### src/rtl/pipe_reg_chain_pkg.sv
// Common utilities for the pipe_reg_chain slice: width helpers shared by the
// chain top and its bench.
package pipe_reg_chain_pkg;

  // Width of a counter that must hold every value 0..depth inclusive.
  function automatic int occ_width(input int depth);
    if (depth < 1) begin
      return 1;
    end
    return (depth + 1 > 2) ? $clog2(depth + 1) : 1;
  endfunction

endpackage

### src/rtl/pipe_reg_stage.sv
// One register slot of the chain: a valid bit plus a payload register, with a
// valid/ready handshake on both sides. The slot accepts whenever it is empty
// or its downstream neighbour is taking its current item, so empty slots
// anywhere in the chain are filled (bubble collapsing).
module pipe_reg_stage
  import pipe_reg_chain_pkg::*;
#(
  parameter int                 WIDTH     = 8,
  parameter logic [WIDTH-1:0]   RESET_VAL = '0
) (
  input  logic             clk,
  input  logic             reset,
  input  logic             flush,
  input  logic             up_valid_i,
  input  logic [WIDTH-1:0] up_data_i,
  output logic             up_ready_o,
  input  logic             dn_ready_i,
  output logic             vld_o,
  output logic [WIDTH-1:0] dat_o
);

  logic             vld_q, vld_d;
  logic [WIDTH-1:0] dat_q, dat_d;

  if (WIDTH < 1) begin : g_bad_width
    $error("pipe_reg_stage: WIDTH must be >= 1");
  end

  // Ready ripples back combinationally: an empty slot always takes a new item.
  assign up_ready_o = ~vld_q | dn_ready_i;

  // Next state: flush drops the item but keeps the payload; payload only
  // loads on a real item so bubbles never toggle the data register.
  always_comb begin
    vld_d = vld_q;
    dat_d = dat_q;
    if (flush) begin
      vld_d = 1'b0;
    end else if (up_ready_o) begin
      vld_d = up_valid_i;
      if (up_valid_i) begin
        dat_d = up_data_i;
      end
    end
  end

  // Slot registers; synchronous reset wins over everything.
  always_ff @(posedge clk) begin
    if (reset) begin
      vld_q <= 1'b0;
      dat_q <= RESET_VAL;
    end else begin
      vld_q <= vld_d;
      dat_q <= dat_d;
    end
  end

  assign vld_o = vld_q;
  assign dat_o = dat_q;

endmodule

### src/rtl/pipe_reg_chain.sv
// Parametrised delay/retiming chain of DEPTH register slots with valid/ready
// flow control, bubble collapsing and synchronous flush. Items leave in the
// order they entered; only flush or reset discards them.
module pipe_reg_chain
  import pipe_reg_chain_pkg::*;
#(
  parameter int               WIDTH     = 8,
  parameter int               DEPTH     = 4,
  parameter logic [WIDTH-1:0] RESET_VAL = '0,
  localparam int              OCC_W     = occ_width(DEPTH)
) (
  input  logic             clk,
  input  logic             reset,
  input  logic             flush,
  input  logic             in_valid,
  output logic             in_ready,
  input  logic [WIDTH-1:0] in_data,
  output logic             out_valid,
  input  logic             out_ready,
  output logic [WIDTH-1:0] out_data,
  output logic [OCC_W-1:0] occupancy
);

  if (DEPTH < 1) begin : g_bad_depth
    $error("pipe_reg_chain: DEPTH must be >= 1");
  end

  logic [DEPTH-1:0] vld_all;
  logic [OCC_W-1:0] occ_sum;

  // Slot 0 faces the input, slot DEPTH-1 drives the output. Each slot's
  // downstream ready is its neighbour's upstream ready, giving the
  // combinational ready chain; valid/data move forward through registers.
  for (genvar i = 0; i < DEPTH; i++) begin : g_stage
    logic             up_valid;
    logic [WIDTH-1:0] up_data;
    logic             up_ready;
    logic             dn_ready;
    logic             vld;
    logic [WIDTH-1:0] dat;

    if (i == 0) begin : g_first
      assign up_valid = in_valid & ~flush;
      assign up_data  = in_data;
    end else begin : g_mid
      assign up_valid = g_stage[i-1].vld;
      assign up_data  = g_stage[i-1].dat;
    end

    if (i == DEPTH - 1) begin : g_last
      assign dn_ready = out_ready;
    end else begin : g_link
      assign dn_ready = g_stage[i+1].up_ready;
    end

    pipe_reg_stage #(
      .WIDTH     (WIDTH),
      .RESET_VAL (RESET_VAL)
    ) u_stage (
      .clk        (clk),
      .reset      (reset),
      .flush      (flush),
      .up_valid_i (up_valid),
      .up_data_i  (up_data),
      .up_ready_o (up_ready),
      .dn_ready_i (dn_ready),
      .vld_o      (vld),
      .dat_o      (dat)
    );

    assign vld_all[i] = vld;
  end

  // During flush neither side may transfer.
  assign in_ready  = g_stage[0].up_ready & ~flush;
  assign out_valid = g_stage[DEPTH-1].vld & ~flush;
  assign out_data  = g_stage[DEPTH-1].dat;

  // Occupancy is the population count of the registered valid bits.
  always_comb begin
    occ_sum = '0;
    for (int i = 0; i < DEPTH; i++) begin
      occ_sum = occ_sum + OCC_W'(vld_all[i]);
    end
  end

  assign occupancy = occ_sum;

endmodule

### config.mk
export PLATFORM = sky130hd
export DESIGN_NAME = pipe_reg_chain
export DESIGN_NICKNAME = d
export VERILOG_FILES = /design/src/rtl/pipe_reg_chain_pkg.sv /design/src/rtl/pipe_reg_stage.sv /design/src/rtl/pipe_reg_chain.sv
export SDC_FILE = /design/constraint.sdc
export NUM_CORES = 1
export LEC_CHECK = 0
export BUFFER_PORTS_ARGS = -buffer_cell sky130_fd_sc_hd__clkbuf_2
export CORE_MARGIN = 4
export CORE_UTILIZATION = 40
export DETAILED_ROUTE_END_ITERATION = 12
export PLACE_DENSITY = 0.68
export SYNTH_ARGS = -nofsm -noshare
export SYNTH_HDL_FRONTEND = slang
export SYNTH_HIERARCHICAL = 1
export SYNTH_SLANG_ARGS = --single-unit
### constraint.sdc
create_clock -name clk -period 2.2 [get_ports clk]
set_input_delay 0.44 -clock clk [delete_from_list [all_inputs] [get_ports clk]]
set_output_delay 0.44 -clock clk [all_outputs]
set_load 0.1 [all_outputs]
==> metrics.csv <==
stage;metric;value;unit
logic_synthesis;synth-async-reset-ratio;0;
global_routing;grt_max_degree;69;
die;initial_core_util;0.423;
power;power_density;576;nW/um^2
sta;period_needed;2.25;ns
logic_synthesis;synth-seq-cells;36;
die;ios;26;
worst_hold_path;whs_path_depth;3;
die;core;4120;um^2
routing;wl_met2;1140;um
routing;routed_via_density;4.33;
sta;final.setup.worst_slack;-0.0489;ns
die;dieWidth;73.9;um
logic_synthesis;ys_seq_area_frac;0.414;
worst_hold_path;holdPathEnd;g_stage[0].u_stage/dat_o[1];
layout;layout.nets;219;
worst_setup_path;r2r.worst_path.cells;8;
place;gp_congestion;0.684;
clock_tree;numCtsBuffers;5;
die;die_y;73.9;um
layout;diodes;0;
sta;slew_headroom;0.465;
routing;drtIter0Drc;83;
logic_synthesis;yosysWarnings;6;
global_routing;grt_first_pass_wirelength;4560;um
job;cap_viol_max_count;0;
routing;routed-wl-met3;141;um
clock_tree;clock_path_buffers;2;
clock_tree;insertion_delay;0.28;ns
worst_hold_path;hold_class;input port to flop;
worst_setup_path;r2r-start;g_stage[2].u_stage/vld_o;
worst_setup_path;cp_top_family;adder cells;
routing;wire_per_inst;10.3;um
sta;whs;0.395;ns
logic_synthesis;yosys.cell_types.count;13;
die;num_rows;23;
worst_setup_path;regToRegSetupSlack;0.31;ns
logic_synthesis;synth.cell_area;1740;um^2
global_routing;grt_use_total;0.109;
worst_hold_path;min_from;in_data[1];
routing;route.antenna.remaining_nets;0;
worst_setup_path;crit_fanout;2;
run_status;status;finished with violations;
routing;drt_first_pass_iters;3;
global_routing;grt_overflow_total;0;
worst_setup_path;reg2reg_to;g_stage[1].u_stage/dat_o[6];
die;dieArea;5470;um^2
sta;finalSetupViolations;1;
power;leakagePower;0.742;nW
logic_synthesis;syn_area_per_cell;10.2;um^2
routing;wl_met1;1320;um
worst_setup_path;worst_setup_path_end_kind;primary output;
place;portBuffers;25;
sta;max_freq;445;MHz
clock_tree;cts_root_buf;clkbuf_8;
power;vdd_drop_max;0.367;mV
worst_setup_path;slowest_stage;fa_1;
clock_tree;clkSinkCount;36;
worst_setup_path;cp_num_cells;6;
worst_setup_path;crit_buf_inv;3;
routing;drc;0;
logic_synthesis;synth_edf_count;0;
sta;worst_pin_slew;0.800;ns
worst_setup_path;worstPathCellList;inv_2, fa_1, inv_2, ha_4, ha_4, buf_12;
clock_tree;cts.htree.levels;2;
sta;fin_crit_sh;1.02;
sta;rsz0062_at_grt;yes;
global_routing;grt_antenna_before_repair;0;
global_routing;grt_pass1_vias;1016;
clock_tree;clkTransAtPathRegs;0.06;ns
run_status;failed_checks;setup timing;
place;hpwl;1660;um
sta;slew_viol_final;0;
sta;skew;0.00234;ns
worst_setup_path;crit_required;1.76;ns
routing;highest_layer;met4;
worst_setup_path;startpoint_type;flop;
place;placed_cell_area;1950;um^2
logic_synthesis;mappedNetlistNets;187;
routing;num_vias;1101;
clock_tree;tritoncts;done;
worst_setup_path;critPathArrivalTime;1.81;ns
layout;drive_gt1_frac;0.289;
place;post-place-ws;0.0734;ns
worst_setup_path;path_class;flop to primary output;
layout;area_growth_syn_to_layout;21.7;%
routing;finalWirelength;2620;um
logic_synthesis;syn_inst;171;
layout;final_area;2120;um^2
worst_setup_path;max_stage_delay;0.54;ns
logic_synthesis;ys.flop_type;dfxtp_1;
sta;hold_viol_final;0;
[state kept, by name (all words and copies together) (netlist names)]
register and cells:
g_stage.u_stage/vld_o 4, g_stage.u_stage/dat_o 32
[worst max path at each step]
stage,startpoint,end,slack [ns]
after floorplan,g_stage[2].u_stage/vld_o,occupancy[1],0.02
after global placement,out_ready,in_ready,0.10
after detailed placement,out_ready,in_ready,0.07
after CTS,g_stage[2].u_stage/vld_o,occupancy[1],-0.08
after global routing,g_stage[2].u_stage/vld_o,occupancy[1],-0.12
final,g_stage[2].u_stage/vld_o,occupancy[1],-0.05
[cell usage after synthesis (2+ instances only)]
cell type | number | area, um^2
nand2b_1 | 64 | 400
dfxtp_1 | 36 | 721
mux2i_1 | 32 | 320
inv_1 | 9 | 33.8
buf_6 | 4 | 45.0
clkbuf_1 | 4 | 15.0
nor2_1 | 4 | 15.0
nor2b_4 | 4 | 55.1
nor3_1 | 4 | 20.0
nor3b_2 | 4 | 50.1
nor2b_1 | 3 | 18.8
ha_1 | 2 | 25.0
[cell families (layout without fill, tap and decap cells)]
kind of cell | after synthesis | after routing | synth area share
muxes | 32 | 32 | 0.184
DFF | 36 | 36 | 0.414
buffers and inverters | 17 | 50 | 0.0540
adders and majority gates | 3 | 3 | 0.0259
and+or+nand+nor | 83 | 83 | 0.322
[final cells by class]
class	instances	area [um^2]
Fill cell	390	2000
Multi-Input combinational cell	118	960
Sequential cell	36	724
Timing Repair Buffer	33	245
Clock buffer	8	90.1
Tap cell	50	62.6
Inverter	9	33.8
[cells in the final DEF, fill, tap and decap left out]
cell,Yosys,routed
nor2_1,4,4
ha_4,0,2
nor2b_2,0,1
dfxtp_2,0,3
fa_1,1,1
buf_4,0,8
inv_2,0,5
nor3b_2,4,4
clkbuf_1,4,2
nor2b_1,3,1
nor2b_4,4,5
nor3_1,4,4
clkbuf_2,0,21
dfxtp_1,36,33
mux2i_1,32,32
clkbuf_8,0,6
inv_1,9,4
buf_12,0,4
nand2b_1,64,64
[tightest hold or removal path: cells and delay by family]
kind                   cells  cell delay (ns)
buffers and inverters      1             0.08
multiplexers               1             0.06
AND/OR/NAND/NOR            1             0.05
[layer usage]
| layer | up-vias | track usage |
|---|---|---|
| li1 | 604 | - |
| met3 | 2 | 0.0581 |
| met2 | 22 | 0.158 |
| met1 | 473 | 0.141 |
| met4 | 0 | 0.0302 |
| met5 | - | 0 |
[power breakdown]
group / switching (mW) / internal, mW
combinational: 0.0449 / 0.0458
sequential: 0.00334 / 0.658
clock: 0.212 / 0.255
total: 0.260 / 0.959
[metrics by stage]
stage	total power, mW	util	instances	setup TNS [ns]
global placement	0.764	0.474	240	0
finish	1.22	0.514	254	-0.0489
CTS	1.25	0.507	252	-0.0814
global route	1.28	0.514	254	-0.122
detailed placement	0.765	0.474	240	0
floorplan	0.734	-	171	0
[timing repair]
item / in CTS / in global routing
hold buffers: 0 / 0
pin swaps: 1 / 0
buffers inserted: 4 / 2
setup endpoints to repair: 4 / 4
gates resized for setup: 5 / 6
(Power assumes the default switching activity.)
